===== config.mk =====
export PLATFORM = sky130hd
export DESIGN_NAME = key_debounce_latch
export DESIGN_NICKNAME = d
export VERILOG_FILES = /design/src/rtl/key_pkg.sv /design/src/rtl/key_debounce_cell.sv /design/src/rtl/key_debounce_latch.sv
export SDC_FILE = /design/constraint.sdc
export NUM_CORES = 1
export LEC_CHECK = 0
export CAP_MARGIN = 30
export CORE_ASPECT_RATIO = 0.7
export CORE_MARGIN = 4
export CORE_UTILIZATION = 38
export CTS_BUF_LIST = sky130_fd_sc_hd__clkbuf_2 sky130_fd_sc_hd__clkbuf_4 sky130_fd_sc_hd__clkbuf_8
export CTS_CLUSTER_DIAMETER = 80
export DETAILED_ROUTE_END_ITERATION = 12
export GPL_ROUTABILITY_DRIVEN = 0
export PLACE_DENSITY = 0.64
export SLEW_MARGIN = 10
export SYNTH_ARGS = -nofsm -noshare
export SYNTH_HDL_FRONTEND = slang
export SYNTH_HIERARCHICAL = 1
export SYNTH_SLANG_ARGS = --single-unit

===== constraint.sdc =====
create_clock -name clk -period 1.85 [get_ports clk]
set_input_delay 0.37 -clock clk [delete_from_list [all_inputs] [get_ports clk]]
set_output_delay 0.37 -clock clk [all_outputs]
set_load 0.05 [all_outputs]

===== src/rtl/key_pkg.sv =====
// rtl/key_pkg.sv - user-input peripheral address map and key count
package key_pkg;

    localparam int          KEY_NUM        = 8;
    localparam logic [31:0] LED_ADDR       = 32'h00007f20;
    localparam logic [31:0] SWITCH_ADDR    = 32'h00007f2c;
    localparam logic [31:0] KEY_ADDR_LEVEL = 32'h00007f34;
    localparam logic [31:0] KEY_ADDR_EVENT = 32'h00007f38;
    localparam logic [31:0] KEY_ADDR_MASK  = 32'h00007f3c;

endpackage


===== src/rtl/key_debounce_cell.sv =====
// rtl/key_debounce_cell.sv - per-key synchroniser, debounce counter and stable level
module key_debounce_cell #(
    parameter int DEB_CYCLES = 250000,
    parameter bit ACTIVE_LOW = 1'b1
) (
    input  logic clk,
    input  logic reset,
    input  logic raw,
    output logic level,
    output logic rise
);

    localparam int             CW       = $clog2(DEB_CYCLES);
    localparam logic [CW-1:0]  CNT_LAST = CW'(DEB_CYCLES - 1);

    logic          sync_a;
    logic          sync_b;
    logic [CW-1:0] count;

    // Polarity is folded in before the synchroniser so that reset (0) means "not pressed".
    always_ff @(posedge clk) begin
        if (reset) begin
            sync_a <= 1'b0;
            sync_b <= 1'b0;
            count  <= '0;
            level  <= 1'b0;
            rise   <= 1'b0;
        end else begin
            sync_a <= raw ^ ACTIVE_LOW;
            sync_b <= sync_a;
            rise   <= 1'b0;
            if (sync_b == level) begin
                count <= '0;
            end else if (count == CNT_LAST) begin
                level <= sync_b;
                rise  <= sync_b;
                count <= '0;
            end else begin
                count <= count + CW'(1);
            end
        end
    end

endmodule


===== src/rtl/key_debounce_latch.sv =====
// rtl/key_debounce_latch.sv - debounced keys with sticky W1C press flags; KEYPAD_IRQ_EN adds mask/irq
module key_debounce_latch
    import key_pkg::*;
#(
    parameter int NUM_KEYS   = KEY_NUM,
    parameter int DEB_CYCLES = 250000,
    parameter bit ACTIVE_LOW = 1'b1
) (
    input  logic                clk,
    input  logic                reset,
    input  logic [NUM_KEYS-1:0] key_raw,
    input  logic [31:0]         addr,
    input  logic                we,
    input  logic [31:0]         datain,
    output logic [31:0]         dataout,
    output logic [NUM_KEYS-1:0] user_key,
    output logic                irq
);

    logic [NUM_KEYS-1:0] rise;
    logic [NUM_KEYS-1:0] flag;
    logic [NUM_KEYS-1:0] clr;
    logic                unused_datain;

    assign unused_datain = ^datain[31:NUM_KEYS];

    for (genvar i = 0; i < NUM_KEYS; i++) begin : g_key
        key_debounce_cell #(
            .DEB_CYCLES(DEB_CYCLES),
            .ACTIVE_LOW(ACTIVE_LOW)
        ) u_cell (
            .clk  (clk),
            .reset(reset),
            .raw  (key_raw[i]),
            .level(user_key[i]),
            .rise (rise[i])
        );
    end

    assign clr = (we && addr == KEY_ADDR_EVENT) ? datain[NUM_KEYS-1:0] : '0;

    // OR-ing rise in after the clear makes a coincident press win over W1C.
    always_ff @(posedge clk) begin
        if (reset) begin
            flag <= '0;
        end else begin
            flag <= (flag & ~clr) | rise;
        end
    end

`ifdef KEYPAD_IRQ_EN
    logic [NUM_KEYS-1:0] mask;

    always_ff @(posedge clk) begin
        if (reset) begin
            mask <= '0;
            irq  <= 1'b0;
        end else begin
            if (we && addr == KEY_ADDR_MASK) begin
                mask <= datain[NUM_KEYS-1:0];
            end
            irq <= |(flag & mask);
        end
    end
`else
    assign irq = 1'b0;
`endif

    always_comb begin
        dataout = 32'h0;
        case (addr)
            KEY_ADDR_LEVEL: dataout = 32'(user_key);
            KEY_ADDR_EVENT: dataout = 32'(flag);
`ifdef KEYPAD_IRQ_EN
            KEY_ADDR_MASK:  dataout = 32'(mask);
`endif
            default:        dataout = 32'h0;
        endcase
    end

endmodule


Word level (Yosys, flattened, before mapping)
Cells that the tools add are included.

storage, ports and cells
  register bits after elaboration = 184
  input port bits = 75
  output and inout bits = 41
  word-level logic and storage cells = 121

operators by class
  add/subtract/negate cells = 8
  eq/ne operators = 18
  muxes and demuxes = 2
  bitwise gates (word level) = 27
  reductions and logical operators = 25

operators by type and width
  kind                   number
  $add 18x1->18 const B  8
  $eq 18x18->1 const B   8
  $eq 32x15->1 const B   2
  $reduce_or 3->1        16
  $not 1->1              24
  $pmux 8 s2             1
  $reduce_and 2->1       8
  $and 8x8->8            1
  $eq 1x1->1             8
  $mux 8                 1
  $not 8->8              1
  $or 8x8->8             1
  $logic_and 1x1->1      1

Logic depth before layout (Yosys ltp)
Gate-level depths: netlist of run 1.

  depth after elaboration = 6
  mapped depth = 6
  gate-level depth less buffers = 5

Cells and area by module
Netlist of run 1, hierarchy kept.

by module, submodules not included
  module              times used  cells an instance  area each (µm²)
  key_debounce_cell   8           106                963.4
  key_debounce_latch  1           93                 755.7

Least setup slack after synthesis of run 1
Ideal clock, no wire load.

  path type = input to output
  from = input addr[18]
  to = output dataout[0]
  arrival = 2,145 ps
  data required time = 1,480 ps
  path slack = -665 ps
  stages = 5
  buffers on the path = 1
  cell sequence = nor4_2 > nand4_1 > or4_1 > buf_2 > nor2_1

on the way
  longest elaborated chain between the ends = 2
  elaborated cells on any way between the ends = 3
  those cells by class = eq/ne: 2; mux: 1

RTL lines
  item          line                      RTL
  from (decl)   key_debounce_latch.sv:12  input logic [31:0] addr,
  $eq 32x15->1  key_debounce_latch.sv:71  case (addr)
  $pmux 8 s2 *  key_debounce_latch.sv:71
  to (decl)     key_debounce_latch.sv:15  output logic [31:0] dataout,

Every way passes the cells marked *; elsewhere a longest branch is shown, timed or not.

Worst setup path in the final report of run 1
  from = input addr[4]
  to = output dataout[7]

The elaborated chain is that of the path after synthesis.

==> qor.yml, run 1 <==
place_ws_ns: -0.804
maxSlewViolCount: 0
muxShareOfSynthArea: 0
clk_latency_ns: 0.45
grt_pass1_wl_mm: 30.9
synth_ff_type: "dfxtp_1"
routed_via_density: 4.97
cts_tree: "built"
synth_simple_gate_area_frac: 0.315
reg2reg_from: "g_key[3].u_cell/count[10]"
synth-adder-area-share: 0.0118
die-height_um: 133
critPathLaunchType: "input pin"
yosys_warnings: 6
critPathMaxFanout: 4
synth_area_per_cell_um2: 8.99
root_buffer: "clkbuf_8"
drc_errors: 0
maxCapViolCount: 0
final_nets: 1141
netlist_instances: 941
yosysMostFrequentCell: "dfxtp_1"
p_leak_nw: 3.24
clock_path_buffers: 2
grt_overflow_total: 0
die_width_um: 186
cellPowerDensity_nw_per_um2: 683
synth-compound-area-share: 0.0520
dieArea_um2: 24800
r2r-end: "g_key[3].u_cell/count[17]"
synth.cell_area_um2: 8460
synth-seq-area-share: 0.435
max_freq_mhz: 427
ant_nets: 0
setup_slack_ns: -0.494
netlist.area_leader.share: 0.435
setup_violations: 8
yosys-top-cells-count: "184 x dfxtp_1, 169 x nor2_1, 120 x xnor2_1"
peakVddDrop_mv: 0.425
violations: "negative setup slack"
ys_async_sr_fraction: 0
yosysTopAreaCell: "dfxtp_1"
ys_seq_elements: 184
wirelength_mm: 18.5
tightest_slew_ns: 0.527
synth_top_family_by_area: "simple AND/OR/NAND/NOR gates"
placed_area_um2: 9870
rrSetupSlack_ns: 0.16
grt_start_max_net_pins: 24
finClkSkew_ns: 0.00881
place_hpwl_mm: 13.5
cp.required_ns: 1.48
relSlewSlack: 0.649
cts_sinks: 184
row_count: 45
drive_above_1_share: 0.144
min_path_type: "in -> reg"
synthXorXnorAreaFrac: 0.132
grt_pass1_vias: 6149
vias: 6728
min_path_cells: 2
cts_htree_levels: 4
hold_viol: 0
synth_area_leaders: "dfxtp_1 44%, xnor2_1 12%, nor2_1 7.5%"
fin_crit_ns: 2.34
antenna_found_initial: 0
drt_iter0_drc: 528
hold_end: "g_key[3].u_cell/sync_a"
cp-end-kind: "primary output"
antenna_cells: 0
fin_area_um2: 10300
synth_cell_types: 36
io_buffers: 66
crit_arrival_ns: 1.97
clk_pin_slew_ns: 0.10
post-route-period-util: 1.27
initial_core_util: 0.388
wire_per_inst_um: 13.7
area_growth_pct: 21.3
status: "finished, violations left"
critPathKind: "in -> out"
rr_worst_depth: 5
grt_usage: 0.149
synth_enable_flop_cells: 0
cts_buffers: 17
grt_setup_unrepaired: "yes"
coreArea_um2: 21800
holdCritStartpoint: "reset"
ioPinCount: 116
drt_pre_antenna_iters: 6
state kept, by name, summed over array words and instances, names as in the netlist:
register             flops
g_key.u_cell/count     144
flag                     8
g_key.u_cell/level       8
g_key.u_cell/rise        8
g_key.u_cell/sync_a      8
g_key.u_cell/sync_b      8
per-layer routing:
metal | wire (µm) | vias to the layer above | global-route usage
met2 | 8020 | 93 | 0.219
met5 | 0 | - | 0
met4 | 140 | 0 | 0.0345
met1 | 9740 | 3123 | 0.224
li1 | - | 3500 | -
met3 | 573 | 12 | 0.0295
metrics by stage:
step | cells | util | power [W] | hold slack [ns] | TNS (ns)
6_report | 1353 | 0.471 | 0.00701 | 0.370 | -3.83
4_1_cts | 1353 | 0.471 | 0.00713 | 0.339 | -3.96
3_3_place_gp | 1320 | 0.453 | 0.00444 | 0.417 | -10.04
3_5_place_dp | 1320 | 0.453 | 0.00444 | 0.424 | -9.95
5_1_grt | 1353 | 0.471 | 0.00733 | 0.356 | -4.33
2_1_floorplan | 965 | - | 0.00430 | 0.414 | -1.59
final cells by class:
type	count	area, µm²
clock buffers	18	248
clock inverters	14	141
fillers	2089	11500
inverters	40	150
multi-input cells	696	4520
flip-flops and latches	184	3680
well taps	282	353
repair buffers	119	1170
power breakdown:
part	switching [W]	total, W	internal [W]
sequential	0.0000143	0.00399	0.00398
combinational	0.000214	0.000344	0.000130
clock	0.00154	0.00268	0.00114
total	0.00176	0.00701	0.00525
worst max path at each step:
stage               startpoint         end  slack (ns)  cells after the start
finish                 addr[4]  dataout[7]       -0.49                      6
CTS                   addr[22]  dataout[4]       -0.52                      8
detailed placement     addr[1]  dataout[5]       -0.80                      8
global placement       addr[1]  dataout[4]       -0.81                      8
global route          addr[22]  dataout[4]       -0.56                      8
floorplan             addr[25]  dataout[0]       -0.20                      5
worst max-delay path, stage by stage:
cell and delay (ns):
clkdlybuf4s50_1 0.45, nand4_1 0.13, or4_4 0.58, buf_12 0.17, nor2_4 0.12, buf_12 0.14
cell usage in the layout, fill, tap and decap left out, types with 9 or more instances in the layout:
master / n
or3_1: 16
dfxtp_1: 184
dlygate4sd2_1: 12
buf_12: 13
nor3_1: 32
clkdlybuf4s50_1: 24
nor2_1: 161
clkbuf_8: 18
and2_1: 9
inv_1: 40
a21oi_1: 16
nand4_1: 42
nand3_1: 40
buf_4: 56
nor4b_1: 16
nand2_1: 16
nor2b_1: 19
conb_1: 25
xnor2_1: 120
nor4_1: 55
repair_timing:
| action | CTS | global route |
|---|---|---|
| hold buffers | 0 | 0 |
| pin swaps | 10 | 2 |
| gates cloned | 0 | 0 |
| gates resized for setup | 42 | 4 |
| buffers inserted | 1 | 0 |
| setup endpoints to repair | 8 | 9 |
cells by family after synthesis:
| group | after synthesis |
|---|---|
| flops | 184 |
| compound gates | 64 |
| other cells | 1 |
| fa+ha+maj | 8 |
| simple gates | 471 |
| xor+xnor | 128 |
| buf+inv | 85 |
Power figures use the tool's default switching activity.
==> inputs of run 2 (changes only) <==
--- a/config.mk
+++ b/config.mk
@@ -14,6 +14,7 @@
 export DETAILED_ROUTE_END_ITERATION = 12
 export GPL_ROUTABILITY_DRIVEN = 0
 export PLACE_DENSITY = 0.64
+export RECOVER_POWER = 50
 export SLEW_MARGIN = 10
 export SYNTH_ARGS = -nofsm -noshare
 export SYNTH_HDL_FRONTEND = slang
==> run 2 against run 1 <==
- the flow still finishes with violations (negative setup slack)
- worst setup slack barely moved
- global-route usage did not move
- sequential cell count unchanged
- fmax about the same
- critical path depth stayed put
- sequential share of layout area rose by 0.28 points
- die area did not move
- highest routed layer unchanged
- core utilization shrank 0.36 points
- routed wire length is 0.35% higher
- combinational power fell by 2%
==> qor.yml, run 2 (synthesis results as in run 1) <==
finClkSkew_ns: 0.00886  # +0.0000481 ns
rrSetupSlack_ns: 0.07  # -0.09 ns
clk_pin_slew_ns: 0.10  # about the same
rr_worst_depth: 5  # unchanged
tightest_slew_ns: 1.23  # +0.700 ns
cts_buffers: 17  # unchanged
routed_via_density: 4.96  # -0.25%
wire_per_inst_um: 13.7  # +0.35%
clock_path_buffers: 2  # unchanged
max_freq_mhz: 427  # about the same
place_hpwl_mm: 13.5  # unchanged
ctsHoldBuffers: 0  # unchanged
cp_cell_sequence: "clkdlybuf4s50_1, nand4_1, or4_4, buf_12, nor2_4, buf_12"
cellPowerDensity_nw_per_um2: 688  # +0.75%
area_growth_pct: 20.4
dieArea_um2: 24800  # unchanged
row_count: 45  # unchanged
hold_viol: 0  # unchanged
coreArea_um2: 21800  # unchanged
drt_pre_antenna_iters: 6  # unchanged
drc_errors: 0  # unchanged
largest_reg_flops: 144  # unchanged
layout_common_cells: "184 x dfxtp_1, 161 x nor2_1, 120 x xnor2_1"
cp.required_ns: 1.48  # about the same
critPathMaxFanout: 4  # unchanged
p_leak_nw: 3.21  # -0.88%
cts_tree: "built"
grt_usage: 0.149  # unchanged
status: "finished, violations left"
die_width_um: 186  # unchanged
critPathKind: "in -> out"
r2r-end: "g_key[3].u_cell/count[17]"
grt_overflow_total: 0  # unchanged
crit_path_max_incr_delay_ns: 0.58  # about the same
hold_ws_ns: 0.409  # +0.0390 ns
final_common_cell: "dfxtp_1"
min_path_cells: 2  # unchanged
crit_cells: 6  # unchanged
clk_latency_ns: 0.46  # about the same
ioPinCount: 116  # unchanged
wirelength_mm: 18.5  # +0.35%
fin_crit_ns: 2.34  # -0.000334 ns
maxCapViolCount: 0  # unchanged
cts_htree_levels: 4  # unchanged
grt_start_max_net_pins: 24  # unchanged
hold_end: "g_key[0].u_cell/sync_a"
regMostFlops: "g_key.u_cell/count"
die-height_um: 133  # unchanged
cpLargestDelayFamily: "simple AND/OR/NAND/NOR gates"
relSlewSlack: 0.182  # -0.467
cp_common_cell: "buf_12"
cp-end-kind: "primary output"
maxSlewViolCount: 0  # unchanged
drive_above_1_share: 0.134  # -0.0103
min_path_type: "in -> reg"
setup_violations: 8  # unchanged
vias: 6711  # -0.25%
cts_sinks: 184  # unchanged
initial_core_util: 0.388  # unchanged
place_ws_ns: -0.804  # unchanged
drt_iter0_drc: 496  # -6.1%
io_buffers: 66  # unchanged
final_nets: 1141  # unchanged
grt_pass1_vias: 6149  # unchanged
holdCritStartpoint: "key_raw[0]"
crit_arrival_ns: 1.97  # about the same
critPathLaunchType: "input pin"
slowest_stage: "or4_4"
antenna_found_initial: 0  # unchanged
violations: "negative setup slack"
reg2reg_from: "g_key[3].u_cell/count[10]"
ant_nets: 0  # unchanged
setup_slack_ns: -0.493  # +0.000334 ns
grt_setup_unrepaired: "yes"
peakVddDrop_mv: 0.424  # -0.18%
post-route-period-util: 1.27  # about the same
root_buffer: "clkbuf_8"
antenna_cells: 0  # unchanged
grt_pass1_wl_mm: 30.9  # unchanged
cp.buffers_inverters: 3  # unchanged
[run 2: changes by cell type in the layout (fill, tap and decap cells not counted)]
cell	previous run	this run
o21ai_0	8	10
clkbuf_1	0	5
nor4_1	55	56
nor4_4	4	3
o21ai_2	8	4
buf_4	56	42
buf_12	13	12
o21ai_1	0	2
clkbuf_2	0	9
dlymetal6s4s_1	0	1
[run 2: layout make-up]
cell class | count | area, µm²
Tap cell | 282 | 353
Sequential cell | 184 | 3680
Clock buffer | 18 | 248
Fill cell | 2100 | 11600
Clock inverter | 14 | 141
Inverter | 40 | 150
Timing Repair Buffer | 119 | 1120
Multi-Input combinational cell | 696 | 4490
[run 2: metrics by stage]
stage | utilization | power (W) | setup TNS, ns | cell area (µm²) | std cells
2_1_floorplan | - | 0.00430 | -1.59 | 8660 | 965
3_3_place_gp | 0.453 | 0.00444 | -10.04 | 9870 | 1320
3_5_place_dp | 0.453 | 0.00444 | -9.95 | 9870 | 1320
4_1_cts | 0.471 | 0.00713 | -3.96 | 10300 | 1353
5_1_grt | 0.468 | 0.00733 | -6.66 | 10200 | 1353
6_report | 0.468 | 0.00701 | -3.82 | 10200 | 1353
[run 2: timing repair]
action | CTS | global route
endpoints found under the setup margin | 8 | 9
buffers inserted | 1 | 0
pin swaps | 10 | 2
resized for setup | 42 | 4
[run 2: power by group]
part / leakage [nW] / internal, W / switching [W] / total, W
logic: 1.53 / 0.000124 / 0.000213 / 0.000337
registers: 1.49 / 0.00398 / 0.0000144 / 0.00399
clock network: 0.195 / 0.00114 / 0.00154 / 0.00268
total: 3.21 / 0.00524 / 0.00177 / 0.00701
[run 2: worst max path at each step]
| stage | startpoint | endpoint |
|---|---|---|
| floorplan | addr[25] | dataout[0] |
| global placement | addr[1] | dataout[4] |
| detailed placement | addr[1] | dataout[5] |
| CTS | addr[22] | dataout[4] |
| global route | addr[22] | dataout[4] |
| finish | addr[4] | dataout[7] |
[run 2: metal layers]
| metal | global-route usage | vias up | share of wire |
|---|---|---|---|
| li1 | - | 3500 | - |
| met1 | 0.224 | 3105 | 0.53 |
| met2 | 0.219 | 94 | 0.43 |
| met3 | 0.0295 | 12 | 0.027 |
| met4 | 0.0345 | 0 | 0.0083 |
| met5 | 0 | - | 0 |
==> inputs of run 3 (changes only) <==
--- a/config.mk
+++ b/config.mk
@@ -7,7 +7,7 @@
 export LEC_CHECK = 0
 export CAP_MARGIN = 30
 export CORE_ASPECT_RATIO = 0.7
-export CORE_MARGIN = 4
+export CORE_MARGIN = 3
 export CORE_UTILIZATION = 38
 export CTS_BUF_LIST = sky130_fd_sc_hd__clkbuf_2 sky130_fd_sc_hd__clkbuf_4 sky130_fd_sc_hd__clkbuf_8
 export CTS_CLUSTER_DIAMETER = 80
==> run 3 against run 2 <==
- the run still ends with negative setup slack left
- final area grew 2.0%
- worst hold slack lost 0.072 ns
- first-iteration DRC count shrank 6.0%
- fmax grew 9.2%
- die area shrank 2.6%
- clock skew grew 0.0049 ns
- routed wire length grew 0.72%
- critical endpoint is now dataout[0]
- largest cell class unchanged
- largest power group unchanged
- highest routed layer unchanged
==> qor.yml, run 3 (synthesis results as in run 1) <==
cts_sinks: 184  # unchanged
rr_worst_depth: 5  # unchanged
drt_iter0_drc: 466  # -6.0%
setup_slack_ns: -0.295  # +0.198 ns
vias: 6811  # +1.5%
fin_crit_ns: 2.15  # -0.198 ns
place_ws_ns: -0.675  # +0.129 ns
finClkSkew_ns: 0.0138  # +0.00492 ns
layout_common_cells: "184 x dfxtp_1, 161 x nor2_1, 120 x xnor2_1"
grt_busiest_layer: "met1"
grt_start_max_net_pins: 49  # +100%
ctsHoldBuffers: 0  # unchanged
cts_buffers: 17  # unchanged
rrSetupSlack_ns: 0.02  # -0.05 ns
setup_violations: 16  # +8
relSlewSlack: 0.625  # +0.443
cts_tree: "built"
drive_above_1_share: 0.167  # +0.0333
cp.required_ns: 1.48  # about the same
post-route-period-util: 1.16  # -0.107
nFillCells: 2074  # -1.2%
initial_core_util: 0.388  # unchanged
coreArea_um2: 21800  # unchanged
io_buffers: 66  # unchanged
dieArea_um2: 24100  # -2.6%
grt_use_met2: 0.225  # +0.00630
met3_usage: 0.0368  # +0.00727
area_growth_pct: 22.8
routed_via_density: 4.96  # about the same
root_buffer: "clkbuf_8"
final_nets: 1161  # +1.8%
maxCapViolCount: 0  # unchanged
cp-end-kind: "primary output"
holdCritStartpoint: "reset"
critPathMaxFanout: 8  # +4
largest_reg_flops: 144  # unchanged
grt_util_met1: 0.234  # +0.00994
grt_pass1_vias: 6290  # +2.3%
min_path_type: "in -> reg"
hold_ws_ns: 0.337  # -0.0722 ns
drc_errors: 0  # unchanged
drt_pre_antenna_iters: 5  # -1
row_count: 45  # unchanged
tightest_slew_ns: 0.555  # -0.672 ns
hold_end: "g_key[3].u_cell/sync_a"
dpl.cell_count: 1330  # +0.76%
reg2reg_from: "g_key[7].u_cell/count[5]"
max_freq_mhz: 466  # +9.2%
grt_pass1_wl_mm: 31.0  # +0.54%
final_common_cell: "dfxtp_1"
ant_nets: 0  # unchanged
p_leak_nw: 3.36  # +4.5%
min_path_cells: 3  # +1
antenna_found_initial: 0  # unchanged
clk_latency_ns: 0.46  # about the same
placed_area_um2: 9960  # +0.89%
hold_viol: 0  # unchanged
clock_path_buffers: 2  # unchanged
cts_htree_levels: 4  # unchanged
wire_per_inst_um: 13.6  # -0.74%
cellPowerDensity_nw_per_um2: 686  # -0.32%
die-height_um: 131  # -1.5%
critPathLaunchType: "input pin"
peakVddDrop_mv: 0.499  # +17%
grt_setup_unrepaired: "yes"
die_width_um: 184  # -1.1%
fin_area_um2: 10400  # +2.0%
grt_overflow_total: 0  # unchanged
r2r-end: "g_key[7].u_cell/count[11]"
violations: "negative setup slack"
maxSlewViolCount: 0  # unchanged
ioPinCount: 116  # unchanged
stdcell_count: 1373  # +1.5%
antenna_cells: 0  # unchanged
crit_arrival_ns: 1.78  # -0.19 ns
status: "finished, violations left"
regMostFlops: "g_key.u_cell/count"
critPathKind: "in -> out"
wirelength_mm: 18.7  # +0.72%
grt_usage: 0.157  # +0.00862
place_hpwl_mm: 13.1  # -3.1%
clk_pin_slew_ns: 0.10  # about the same
[run 3: cell count changes in the layout (fill, tap and decap cells not counted), moves of 7 or more]
cell	change
clkbuf_2	+9
buf_4	+9
dlygate4sd3_1	+8
buf_6	+8
dlygate4sd2_1	-7
clkdlybuf4s50_1	-13
buf_2	+8
[run 3: how the worst max path moves through the flow]
stage                  start          to  slack, ns  depth (start not counted)
floorplan           addr[25]  dataout[0]      -0.20                          5
global placement    addr[18]  dataout[6]      -0.65                          7
detailed placement  addr[18]  dataout[5]      -0.67                          7
CTS                 addr[23]  dataout[5]      -0.44                          7
global route        addr[23]  dataout[5]      -0.34                          7
finish              addr[23]  dataout[0]      -0.30                          7
[run 3: per-layer routing]
layer	part of all wire	wire length (µm)
met3	0.035	656
met1	0.53	9840
met2	0.43	7950
met4	0.012	227
met5	0	0
[run 3: final cells by class]
cell class                 count  area [µm²]  area share
inverter                      40         150      0.0145
multi-input combinational    696        4530       0.436
sequential                   184        3680       0.355
clock inverter                12         138      0.0132
clock buffer                  20         269      0.0259
tap                          282         353      0.0340
timing repair buffer         139        1270       0.122
[run 3: critical path, stage by stage]
cell	delay, ns
buf_6	0.09
nor4_4	0.27
nand4_1	0.15
or4_4	0.45
buf_12	0.18
nor2_4	0.11
buf_12	0.14
[run 3: what timing repair did]
| item | CTS | global route |
|---|---|---|
| pin swaps | 14 | 11 |
| gates resized for setup | 80 | 17 |
| buffers inserted | 10 | 3 |
| setup endpoints to repair | 8 | 17 |
[run 3: power breakdown]
part / switching [W] / internal [W] / total [W]
Sequential: 0.0000137 / 0.00398 / 0.00399
Combinational: 0.000217 / 0.000126 / 0.000343
Clock: 0.00148 / 0.00131 / 0.00279
[run 3: metrics by stage]
step / TNS [ns] / util / total power (W)
floorplan: -1.59 / - / 0.00430
global placement: -7.55 / 0.457 / 0.00444
detailed placement: -7.93 / 0.457 / 0.00444
CTS: -3.77 / 0.479 / 0.00723
global route: -5.35 / 0.477 / 0.00742
finish: -2.50 / 0.477 / 0.00713
